### config.mk
export PLATFORM = sky130hd
export DESIGN_NAME = if_id_fetch_stage_flat
export DESIGN_NICKNAME = d
export VERILOG_FILES = /design/src/rtl/if_id_fetch_stage_if.sv /design/src/rtl/if_id_fetch_stage.sv /design/src/flat_wrapper.sv
export SDC_FILE = /design/constraint.sdc
export NUM_CORES = 1
export LEC_CHECK = 0
export ABC_AREA = 1
export CAP_MARGIN = 30
export CORE_ASPECT_RATIO = 1.25
export CORE_MARGIN = 8
export CORE_UTILIZATION = 46
export DETAILED_ROUTE_END_ITERATION = 6
export PLACE_DENSITY = 0.8
export SYNTH_ARGS = -nofsm -noshare
export SYNTH_HDL_FRONTEND = slang
export SYNTH_SLANG_ARGS = --single-unit
### constraint.sdc
create_clock -name clock -period 2.55 [get_ports clock]
set_clock_uncertainty 0.05 [all_clocks]
set_input_delay 0.255 -clock clock [delete_from_list [all_inputs] [get_ports clock]]
set_output_delay 0.255 -clock clock [all_outputs]
set_load 0.005 [all_outputs]
### src/rtl/if_id_fetch_stage_if.sv
// Bundle between the fetch stage, the hazard unit, instruction memory and decode.
// The fetch stage is the master; its peers see the slave view.
interface if_id_fetch_stage_if #(
    parameter int unsigned WIDTH     = 16,
    parameter int unsigned CNT_WIDTH = 8
);
    logic                 stall;
    logic                 flush;
    logic [WIDTH-1:0]     branch_target;
    logic [WIDTH-1:0]     imem_addr;
    logic [WIDTH-1:0]     imem_data;
    logic [WIDTH-1:0]     ifid_inst;
    logic [WIDTH-1:0]     ifid_pc;
    logic [WIDTH-1:0]     ifid_pc_next;
    logic                 ifid_valid;
    logic [CNT_WIDTH-1:0] stall_count;
    logic [CNT_WIDTH-1:0] flush_count;

    modport master (
        input  stall, flush, branch_target, imem_data,
        output imem_addr, ifid_inst, ifid_pc, ifid_pc_next, ifid_valid,
               stall_count, flush_count
    );

    modport slave (
        output stall, flush, branch_target, imem_data,
        input  imem_addr, ifid_inst, ifid_pc, ifid_pc_next, ifid_valid,
               stall_count, flush_count
    );
endinterface

### src/rtl/if_id_fetch_stage.sv
// Instruction fetch stage with IF/ID pipeline register and saturating
// stall/flush debug counters. Priority per edge: flush > stall > advance.
module if_id_fetch_stage #(
    parameter int unsigned           WIDTH     = 16,
    parameter int unsigned           PC_STEP   = 2,
    parameter logic [WIDTH-1:0]      RESET_PC  = '0,
    parameter logic [WIDTH-1:0]      NOP_INST  = '0,
    parameter int unsigned           CNT_WIDTH = 8
) (
    input  logic               clock,
    input  logic               reset,
    if_id_fetch_stage_if.master bus
);
    logic [WIDTH-1:0]     pc_q, pc_d;
    logic [WIDTH-1:0]     ifid_inst_q, ifid_inst_d;
    logic [WIDTH-1:0]     ifid_pc_q, ifid_pc_d;
    logic [WIDTH-1:0]     ifid_pc_next_q, ifid_pc_next_d;
    logic                 ifid_valid_q, ifid_valid_d;
    logic [CNT_WIDTH-1:0] stall_count_q, stall_count_d;
    logic [CNT_WIDTH-1:0] flush_count_q, flush_count_d;
    logic [WIDTH-1:0]     pc_plus;

    assign pc_plus = pc_q + WIDTH'(PC_STEP);

    always_comb begin
        pc_d           = pc_q;
        ifid_inst_d    = ifid_inst_q;
        ifid_pc_d      = ifid_pc_q;
        ifid_pc_next_d = ifid_pc_next_q;
        ifid_valid_d   = ifid_valid_q;
        stall_count_d  = stall_count_q;
        flush_count_d  = flush_count_q;

        if (bus.flush) begin
            // ifid_pc/ifid_pc_next deliberately hold across the bubble
            pc_d         = bus.branch_target;
            ifid_inst_d  = NOP_INST;
            ifid_valid_d = 1'b0;
            if (flush_count_q != '1) flush_count_d = flush_count_q + CNT_WIDTH'(1);
        end else if (!bus.stall) begin
            if (stall_count_q != '1) stall_count_d = stall_count_q + CNT_WIDTH'(1);
        end else begin
            pc_d           = pc_plus;
            ifid_inst_d    = bus.imem_data;
            ifid_pc_d      = pc_q;
            ifid_pc_next_d = pc_plus;
            ifid_valid_d   = 1'b1;
        end
    end

    always_ff @(posedge clock or posedge reset) begin
        if (reset) begin
            pc_q           <= RESET_PC;
            ifid_inst_q    <= NOP_INST;
            ifid_pc_q      <= '0;
            ifid_pc_next_q <= '0;
            ifid_valid_q   <= 1'b0;
            stall_count_q  <= '0;
            flush_count_q  <= '0;
        end else begin
            pc_q           <= pc_d;
            ifid_inst_q    <= ifid_inst_d;
            ifid_pc_q      <= ifid_pc_d;
            ifid_pc_next_q <= ifid_pc_next_d;
            ifid_valid_q   <= ifid_valid_d;
            stall_count_q  <= stall_count_d;
            flush_count_q  <= flush_count_d;
        end
    end

    assign bus.imem_addr    = pc_q;
    assign bus.ifid_inst    = ifid_inst_q;
    assign bus.ifid_pc      = ifid_pc_q;
    assign bus.ifid_pc_next = ifid_pc_next_q;
    assign bus.ifid_valid   = ifid_valid_q;
    assign bus.stall_count  = stall_count_q;
    assign bus.flush_count  = flush_count_q;
endmodule

### src/flat_wrapper.sv
// flat-port wrapper written by rule: the top's interface ports become plain ports
module if_id_fetch_stage_flat 
#(
    parameter int unsigned           WIDTH     = 16,
    parameter int unsigned           PC_STEP   = 2,
    parameter logic [WIDTH-1:0]      RESET_PC  = '0,
    parameter logic [WIDTH-1:0]      NOP_INST  = '0,
    parameter int unsigned           CNT_WIDTH = 8
)
  (clock, reset, bus_stall, bus_flush, bus_branch_target, bus_imem_data, bus_imem_addr, bus_ifid_inst, bus_ifid_pc, bus_ifid_pc_next, bus_ifid_valid, bus_stall_count, bus_flush_count);
  if_id_fetch_stage_if #(.WIDTH(WIDTH), .CNT_WIDTH(CNT_WIDTH)) bus_i ();
  input  logic clock;
  input  logic reset;
  input wire logic [$bits(bus_i.stall)-1:0] bus_stall;
  input wire logic [$bits(bus_i.flush)-1:0] bus_flush;
  input wire logic [$bits(bus_i.branch_target)-1:0] bus_branch_target;
  input wire logic [$bits(bus_i.imem_data)-1:0] bus_imem_data;
  output wire logic [$bits(bus_i.imem_addr)-1:0] bus_imem_addr;
  output wire logic [$bits(bus_i.ifid_inst)-1:0] bus_ifid_inst;
  output wire logic [$bits(bus_i.ifid_pc)-1:0] bus_ifid_pc;
  output wire logic [$bits(bus_i.ifid_pc_next)-1:0] bus_ifid_pc_next;
  output wire logic [$bits(bus_i.ifid_valid)-1:0] bus_ifid_valid;
  output wire logic [$bits(bus_i.stall_count)-1:0] bus_stall_count;
  output wire logic [$bits(bus_i.flush_count)-1:0] bus_flush_count;
  assign bus_i.stall = bus_stall;
  assign bus_i.flush = bus_flush;
  assign bus_i.branch_target = bus_branch_target;
  assign bus_i.imem_data = bus_imem_data;
  assign bus_imem_addr = bus_i.imem_addr;
  assign bus_ifid_inst = bus_i.ifid_inst;
  assign bus_ifid_pc = bus_i.ifid_pc;
  assign bus_ifid_pc_next = bus_i.ifid_pc_next;
  assign bus_ifid_valid = bus_i.ifid_valid;
  assign bus_stall_count = bus_i.stall_count;
  assign bus_flush_count = bus_i.flush_count;
  if_id_fetch_stage #(.WIDTH(WIDTH), .PC_STEP(PC_STEP), .RESET_PC(RESET_PC), .NOP_INST(NOP_INST), .CNT_WIDTH(CNT_WIDTH)) u_core (.clock(clock), .reset(reset), .bus(bus_i));
endmodule
==> flow_metrics.tcl, run 1 <==
set metrics [dict create \
    holdWs_ns 0.172 \
    clk_latency_ns 0.35 \
    outcome "finished clean" \
    clock-sinks 80 \
    synth_seq_cells 80 \
    num_io_pins 117 \
    seq_area_mm2 0.00200 \
    vias 3129 \
    max_freq_mhz 571 \
    core_mm2 0.00770 \
    ys_warn_count 0 \
    placed_area_mm2 0.00484 \
    cts_max_path_buffers 2 \
    hold_buffers 0 \
    p_int_uw 2590 \
    critPathMaxStageDelay_ns 0.43 \
    preCtsSetupSlack_ns 0.463 \
    yosysTopAreaCell "dfrtp_1" \
    synth_area_leaders "dfrtp_1 56%, nand2_1 15%, a22o_1 3.9%" \
    groute.usage.overall_pct 18.3 \
    drt-initial-drc-count 182 \
    final_area_mm2 0.00507 \
    setup_slack_ns 0.797 \
    power_frac_clock_pct 29.1 \
    cts.clk_slew.worst_paths_ns 0.09 \
    drc 0 \
    final_antenna_net_count 0 \
    final.period_utilization_pct 68.7 \
    diodes 0 \
    dieHeight_um 115 \
    die_area_mm2 0.0109 \
    root_buffer "clkbuf_8" \
    initial_core_util_pct 46.7 \
    area_delta_synth_final_pct 41.1 \
    drv_cap 0 \
    std_cell_rows 36 \
    gr-total-overflow 0 \
    synth_nets 441 \
    syn_area_per_cell_um2 8.94 \
    htree_levels 3 \
    netlist.area_leader.share_pct 55.7 \
    relSlewSlack_pct 67.6 \
    critPathLaunchType "flop" \
    antenna_found_initial 0 \
    yosysSeqAreaShare_pct 55.7 \
    crit_slowest_cell "dfrtp_1" \
    power_uw 3650 \
    cts_setup_buffers 0 \
    dp_hpwl_um 7270 \
    post_drt_via_cell_ratio 5.05 \
    cpMostUsedCell "nand2_1" \
    seqPwrFrac_pct 45.5 \
    grt_max_degree 37 \
    worst_ep_arrival_time_ns 1.95 \
    routedWlPerCell_um 15.8 \
    grt_pass1_vias 3155 \
    synthCells 402 \
    synth_cell_types 24 \
    comb_power_share_pct 25.4 \
    worstSetupPathType "flop to flop" \
    endpoint_kind "flop" \
    first_pass_iters 5 \
    drv_slew 0 \
    rsz0062_at_grt "no" \
    totalWireLength_um 9760 \
    cp_cell_sequence "ha_1, nand2_1, nor2_1, nand4_1, nand2_1, inv_1, nand2_1, nand2_1" \
    setup-tns-final_ns 0 \
    leakagePower_uw 0.00242 \
    min_path_type "input port to asynchronous set/reset pin" \
    die_x_um 95.1 \
    portBuffers 116 \
    ir_worst_vdd_uv 425 \
    gp_congestion 0.832 \
    cts_tree "done" \
    fill_cells 635 \
    p_sw_share_pct 29.1 \
    fin_nets 558 \
    min_period_ns 1.75 \
    grt_pass1_wl_um 15400 \
    switchingPower_uw 1060 \
    p_per_area_mw_per_mm2 720 \
    drive_gt1_share_pct 6.87 \
    tightest_slew_ns 0.485 \
    numCtsBuffers 9 \
    netlist_area_mm2 0.00359 \
    multi_input_area_mm2 0.00136 \
    path_max_fanout 12 \
    finalSetupViolCount 0 \
    hold_viol 0 \
    cp.required_ns 2.75 \
    post_cts_resized 0 \
]
[critical path, delay by kind of cell (launching register included)]
kind	cells	cell delay, ns
adder cells (fa/ha/maj)	1	0.21
buffers and inverters	1	0.16
AND/OR/NAND/NOR	6	0.79
flip-flops	1	0.43
[power by group through the flow]
stage          clock [µW]  sequential (µW)  combinational, µW
6_report             1060             1660                928
5_1_grt              1130             1690               1030
3_3_place_gp            0             1670                922
3_5_place_dp            0             1680                946
4_1_cts              1080             1660                949
2_1_floorplan           0             1660                375
[cells by family (layout without fill, tap and decap cells)]
kind of cell | after synthesis | count (layout) | share of synthesized area (%)
adder cells (fa/ha/maj) | 3 | 3 | 1.04
flip-flops | 80 | 80 | 55.7
AND/OR/NAND/NOR | 194 | 194 | 21.8
AO/OA/AOI/OAI | 58 | 58 | 11.5
buffers and inverters | 53 | 175 | 6.58
XOR/XNOR | 14 | 14 | 3.41
[placed cells by master, fill, tap and decap left out, types with 2 or more instances in the layout]
cell               n
xnor2_1            4
inv_2              2
clkbuf_8          10
nor3_1             2
a21oi_1            5
nand2_1          144
inv_1             33
a22oi_1            3
nand3_1           20
xor2_1            10
o21ai_0           26
ha_1               3
nand4_1            6
a22oi_2            7
bufinv_16          2
buf_4              6
clkinv_4           2
a22o_1            16
clkdlybuf4s50_1  116
clkinvlp_4         2
dfrtp_1           80
nor2_1            18
nor2_2             2
[through the flow]
stage,cells,util [%]
after global placement,603,62.8
after floorplan,402,-
after global routing,619,65.8
after CTS,619,65.8
final,619,65.8
after detailed placement,603,62.8
[cells in the mapped netlist]
| cell | n |
|---|---|
| nand2_1 | 144 |
| nand3_1 | 20 |
| inv_2 | 2 |
| clkbuf_1 | 5 |
| nor2_2 | 2 |
| inv_1 | 34 |
| nand2_2 | 1 |
| ha_1 | 3 |
| buf_4 | 4 |
| a21oi_1 | 5 |
| xor2_1 | 10 |
| nand4_1 | 6 |
| a22o_1 | 16 |
| dfrtp_1 | 80 |
| xnor2_1 | 4 |
| o211ai_1 | 1 |
| a22oi_1 | 3 |
| a22oi_2 | 7 |
| buf_6 | 2 |
| nor3_1 | 2 |
| o21ai_0 | 26 |
| nor2_1 | 18 |
| nand3b_1 | 1 |
| buf_2 | 6 |
[flip-flops by register name, summed over array words and instances (netlist names)]
| signal | count |
|---|---|
| u_core.bus.stall_count | 8 |
| u_core.bus.ifid_valid | 1 |
| u_core.bus.imem_addr | 16 |
| u_core.bus.flush_count | 8 |
| u_core.bus.ifid_inst | 16 |
| u_core.bus.ifid_pc | 15 |
| u_core.bus.ifid_pc_next | 16 |
[layout make-up]
class / instances / share of cell area (%)
flip-flops and latches: 80 / 39.5
multi-input cells: 269 / 26.7
repair buffers: 123 / 24.2
clock buffers: 10 / 2.72
inverters: 36 / 2.69
well taps: 95 / 2.35
clock inverters: 6 / 1.83
[path summary, 6_finish.rpt]
check,slack [ns],cells after the start,from,endpoint
max,0.80,8,u_core.bus.stall_count[1],u_core.bus.stall_count[3]
min,0.17,2,reset,u_core.bus.stall_count[2]
max reg2reg,0.80,8,u_core.bus.stall_count[1],u_core.bus.stall_count[3]
min reg2reg,0.43,2,u_core.bus.ifid_pc[7],u_core.bus.ifid_pc[7]
max in group asynchronous,1.66,3,reset,u_core.bus.ifid_pc_next[9]
min in group clock,0.42,3,bus_branch_target[7],u_core.bus.imem_addr[7]
[metal layers]
| metal | vias to the layer above | track usage (%) | share of wire, % | routed length [µm] |
|---|---|---|---|---|
| li1 | 1525 | - | - | - |
| met1 | 1488 | 20.7 | 40 | 3920 |
| met2 | 103 | 30.2 | 49 | 4800 |
| met3 | 13 | 7.12 | 8.8 | 857 |
| met4 | 0 | 7.20 | 1.8 | 178 |
| met5 | - | 0 | 0 | 0 |
(Power assumes the default switching activity.)
==> run 2, diff against run 1 <==
==> constraint.sdc (replaced) <==
create_clock -name clock -period 1.8 [get_ports clock]
set_clock_uncertainty 0.05 [all_clocks]
set_input_delay 0.18 -clock clock [delete_from_list [all_inputs] [get_ports clock]]
set_output_delay 0.18 -clock clock [all_outputs]
set_load 0.005 [all_outputs]
==> run 2 against run 1 <==
Routed wire length rose by 2.5%. Register-to-register slack got worse by 0.62 ns. Critical path depth decreased by 7. Non-clock buffer count rose by 5. Combinational power is 47% higher. Hold slack got worse by 0.0082 ns. Worst setup slack got worse by 0.66 ns. Critical endpoint is now bus_imem_addr[10]. Largest cell class unchanged. Highest routed layer unchanged.
==> flow_metrics.tcl, run 2 (synthesized netlist as in run 1, its figures left out) <==
set metrics [dict create \
    comb_power_share_pct 27.3 \
    grt_busiest_layer "met2" \
    min_period_ns 1.66 \
    cts_tree "done" \
    met3_usage_pct 7.18 \
    cts_max_path_buffers 2 \
    final_antenna_net_count 0 \
    die_x_um 95.1 \
    rsz0062_at_grt "no" \
    layout.cells.non_filler 624 \
    vias 3193 \
    path_depth 1 \
    dp_hpwl_um 7600 \
    leakagePower_uw 0.00245 \
    area_delta_synth_final_pct 42.3 \
    final_common_cell "nand2_1" \
    ir_worst_vdd_uv 595 \
    crit_buf_inv 1 \
    post_drt_via_cell_ratio 5.12 \
    cp_top_family "buffers and inverters" \
    power_frac_clock_pct 25.6 \
    p_sw_share_pct 29.8 \
    crit_slowest_cell "clkdlybuf4s50_1" \
    numCtsBuffers 9 \
    clock-sinks 80 \
    preCtsSetupSlack_ns 0.0656 \
    fin_nets 563 \
    hold_buffers 0 \
    min_path_type "input port to asynchronous set/reset pin" \
    hold_viol 0 \
    first_pass_iters 4 \
    setup-tns-final_ns 0 \
    num_io_pins 117 \
    worstSetupPathType "flop to output port" \
    dieHeight_um 115 \
    root_buffer "clkbuf_8" \
    die_area_mm2 0.0109 \
    use_met2_pct 31.2 \
    drt-initial-drc-count 154 \
    cts.clk_slew.worst_paths_ns 0.08 \
    grt_use_met1_pct 21.3 \
    p_per_area_mw_per_mm2 976 \
    place_inst 608 \
    drv_cap 0 \
    htree_levels 3 \
    drv_slew 0 \
    utilization_pct 66.4 \
    gr-total-overflow 0 \
    grt_max_degree 49 \
    most-common-layout-cells "143 x nand2_1, 116 x clkdlybuf4s50_1, 80 x dfrtp_1" \
    cp.required_ns 1.57 \
    worst_ep_arrival_time_ns 1.43 \
    cp_cell_sequence "clkdlybuf4s50_1" \
    std_cell_rows 36 \
    tightest_slew_ns 0.522 \
    outcome "finished clean" \
    clk_latency_ns 0.35 \
    reg2reg_setup_slack_ns 0.18 \
    r2r_cells 8 \
    relSlewSlack_pct 65.1 \
    portBuffers 116 \
    p_int_uw 3500 \
    setup_slack_ns 0.140 \
    finalSetupViolCount 0 \
    totalWireLength_um 10000 \
    drive_gt1_share_pct 8.13 \
    path_max_fanout 8 \
    reg2reg_from "u_core.bus.flush_count[1]" \
    seqPwrFrac_pct 47.1 \
    critPathMaxStageDelay_ns 0.58 \
    antenna_found_initial 0 \
    core_mm2 0.00770 \
    gp_congestion 0.810 \
    routedWlPerCell_um 16.0 \
    initial_core_util_pct 46.7 \
    critPathLaunchType "flop" \
    endpoint_kind "output port" \
    groute.usage.overall_pct 19.1 \
    fill_cells 638 \
    final.period_utilization_pct 92.2 \
    diodes 0 \
    r2r-end "u_core.bus.flush_count[6]" \
    grt_pass1_wl_um 16300 \
    max_freq_mhz 602 \
    grt_pass1_vias 3322 \
    switchingPower_uw 1490 \
    drc 0 \
]
run 2: cell types whose count changed in the layout (fill, tap and decap cells not counted):
cell	delta
buf_12	+3
buf_4	+2
bufinv_16	-1
clkbuf_8	-1
clkinv_2	+4
clkinv_4	-2
ha_1	-1
ha_2	+1
nand2_1	-1
nand2_4	+1
run 2: through the flow:
step           area [µm²]  hold slack, ns  total power (µW)
2_1_floorplan        3600           0.251              2890
3_3_place_gp         4920           0.415              3700
3_5_place_dp         4920           0.417              3750
4_1_cts              5100           0.172              5020
5_1_grt              5110           0.206              5280
6_report             5110           0.164              4990
run 2: worst max path at each step:
stage                              start                         to  slack (ns)
4_1_cts        u_core.bus.flush_count[1]  u_core.bus.flush_count[6]        0.05
6_report        u_core.bus.imem_addr[10]          bus_imem_addr[10]        0.14
3_5_place_dp   u_core.bus.flush_count[0]  u_core.bus.flush_count[6]        0.07
5_1_grt        u_core.bus.flush_count[0]  u_core.bus.flush_count[6]        0.03
2_1_floorplan  u_core.bus.stall_count[0]  u_core.bus.stall_count[5]        0.44
3_3_place_gp                   bus_flush  u_core.bus.flush_count[1]        0.18
run 2: what timing repair did:
item | in CTS | in global routing
gates resized for setup | 0 | 3
hold endpoints to repair | 0 | 0
buffers inserted | 0 | 0
setup endpoints to repair | 0 | 8
run 2: power groups by stage:
stage	Sequential [µW]	Combinational (µW)	Clock (µW)
5_1_grt	2390	1510	1370
3_3_place_gp	2370	1330	0
4_1_cts	2350	1380	1290
2_1_floorplan	2360	532	0
6_report	2350	1360	1280
3_5_place_dp	2380	1370	0
run 2: area by class of cell:
class	count	area, µm²	area share [%]
Clock buffer	9	124	2.42
Tap cell	95	119	2.33
Clock inverter	7	62.6	1.22
Multi-Input combinational cell	269	1370	26.7
Timing Repair Buffer	128	1300	25.5
Inverter	36	139	2.72
Sequential cell	80	2000	39.2
run 2: per-layer routing:
metal,up-vias,part of all wire [%]
li1,1532,-
met1,1520,38
met2,120,50
met3,21,9.0
met4,0,3.0
met5,-,0
==> run 3, diff against run 2 <==
--- a/config.mk
+++ b/config.mk
@@ -7,7 +7,6 @@
 export LEC_CHECK = 0
 export ABC_AREA = 1
 export CAP_MARGIN = 30
-export CORE_ASPECT_RATIO = 1.25
 export CORE_MARGIN = 8
 export CORE_UTILIZATION = 46
 export DETAILED_ROUTE_END_ITERATION = 6
==> run 3 against run 2 <==
First-iteration DRC count up 15%. Via count fell by 0.81%. Highest routed layer unchanged. Non-clock buffer count fell by 2. Count of clock-buffer cells in the layout up 1.
==> flow_metrics.tcl, run 3 (synthesized netlist as in run 1, its figures left out) <==
set metrics [dict create \
    cts_max_path_buffers 2 \
    area_delta_synth_final_pct 43.2 \
    dieHeight_um 104 \
    cts_setup_buffers 0 \
    setup-tns-final_ns 0 \
    gp_congestion 0.866 \
    finalSetupViolCount 0 \
    power_frac_clock_pct 28.2 \
    post_drt_via_cell_ratio 5.04 \
    antenna_found_initial 0 \
    die_x_um 104 \
    gr-total-overflow 0 \
    ir_worst_vdd_uv 476 \
    portBuffers 116 \
    drc 0 \
    max_freq_mhz 604 \
    drv_slew 0 \
    critPathMaxStageDelay_ns 0.58 \
    grt_max_degree 32 \
    grt_pass1_wl_um 16400 \
    reg2reg_from "u_core.bus.imem_addr[1]" \
    num_io_pins 117 \
    preCtsSetupSlack_ns 0.0761 \
    drt-initial-drc-count 177 \
    routedWlPerCell_um 15.7 \
    crit_slowest_cell "clkdlybuf4s50_1" \
    rsz0062_at_grt "no" \
    fin_nets 561 \
    std_cell_rows 32 \
    cp.required_ns 1.57 \
    drv_cap 0 \
    switchingPower_uw 1470 \
    htree_levels 3 \
    cp_top_family "buffers and inverters" \
    endpoint_kind "output port" \
    totalWireLength_um 9830 \
    relSlewSlack_pct 70.0 \
    first_pass_iters 4 \
    seqPwrFrac_pct 45.6 \
    final.period_utilization_pct 92.0 \
    diodes 0 \
    grt_pass1_vias 3257 \
    root_buffer "clkbuf_8" \
    cts_tree "done" \
    min_period_ns 1.66 \
    crit_buf_inv 1 \
    initial_core_util_pct 47.0 \
    drive_gt1_share_pct 7.60 \
    hold_viol 0 \
    holdWs_ns 0.144 \
    cp_cell_sequence "clkdlybuf4s50_1" \
    fill_cells 588 \
    clk_latency_ns 0.34 \
    crit_path_start "u_core.bus.imem_addr[10]" \
    dp_hpwl_um 7400 \
    p_int_uw 3680 \
    critPathLaunchType "flop" \
    path_max_fanout 8 \
    numCtsBuffers 9 \
    final_antenna_net_count 0 \
    p_per_area_mw_per_mm2 1000 \
    utilization_pct 67.3 \
    cts.clk_slew.worst_paths_ns 0.08 \
    tightest_slew_ns 0.450 \
    vias 3167 \
    clock-sinks 80 \
    outcome "finished clean" \
    leakagePower_uw 0.00245 \
    min_path_type "input port to asynchronous set/reset pin" \
    core_mm2 0.00765 \
    final_common_cell "nand2_1" \
    most-common-layout-cells "143 x nand2_1, 116 x clkdlybuf4s50_1, 80 x dfrtp_1" \
    die_area_mm2 0.0109 \
    p_sw_share_pct 28.6 \
    comb_power_share_pct 26.2 \
    groute.usage.overall_pct 18.3 \
    worstSetupPathType "flop to output port" \
    worst_ep_arrival_time_ns 1.43 \
    setup_slack_ns 0.144 \
]
==> run 3: changes by cell type in the layout (fill, tap and decap cells not counted) <==
cell | previous run | this run
clkinv_2 | 5 | 1
clkbuf_8 | 9 | 10
clkinv_4 | 0 | 1
bufinv_16 | 1 | 2
buf_4 | 8 | 5
nand2_2 | 1 | 2
nand2_4 | 1 | 0
buf_12 | 4 | 5
==> run 3: repair_timing <==
item	in CTS	in global routing
hold buffers	0	0
endpoints found under the setup margin	0	4
gates resized for setup	0	2
==> run 3: stage by stage <==
stage               total power, µW  cell area [µm²]  std cells
floorplan                      2890             3600        402
global placement               3680             4920        613
detailed placement             3740             4920        613
CTS                            5190             5140        628
global route                   5440             5150        628
finish                         5150             5150        628
==> run 3: power by group through the flow <==
| stage | Clock, µW | Combinational, µW | Sequential (µW) |
|---|---|---|---|
| finish | 1450 | 1350 | 2350 |
| global route | 1550 | 1490 | 2390 |
| CTS | 1470 | 1370 | 2350 |
| global placement | 0 | 1320 | 2360 |
| floorplan | 0 | 532 | 2360 |
| detailed placement | 0 | 1370 | 2370 |
==> run 3: layer usage <==
| layer | vias up | share of wire (%) | track usage (%) |
|---|---|---|---|
| met5 | - | 0 | 0 |
| met2 | 119 | 48 | 29.6 |
| li1 | 1536 | - | - |
| met4 | 0 | 2.4 | 7.76 |
| met3 | 16 | 7.9 | 6.01 |
| met1 | 1496 | 41 | 21.7 |
==> run 3: area by class of cell <==
class / count / area (µm²) / area share (%)
repair buffers: 126 / 1300 / 25.2
clock inverters: 5 / 81.3 / 1.58
flip-flops and latches: 80 / 2000 / 38.9
clock buffers: 10 / 138 / 2.67
multi-input cells: 269 / 1360 / 26.4
well taps: 102 / 128 / 2.48
inverters: 36 / 139 / 2.70
==> run 3: path summary, 6_finish.rpt <==
| check | depth (start not counted) | endpoint | slack, ns |
|---|---|---|---|
| max reg2reg | 6 | u_core.bus.imem_addr[13] | 0.15 |
| max | 1 | bus_imem_addr[10] | 0.14 |
| min in group clock | 3 | u_core.bus.imem_addr[0] | 0.34 |
| min reg2reg | 2 | u_core.bus.ifid_pc[4] | 0.42 |
| min | 2 | u_core.bus.ifid_pc_next[2] | 0.14 |
| max in group asynchronous | 3 | u_core.bus.stall_count[7] | 0.99 |
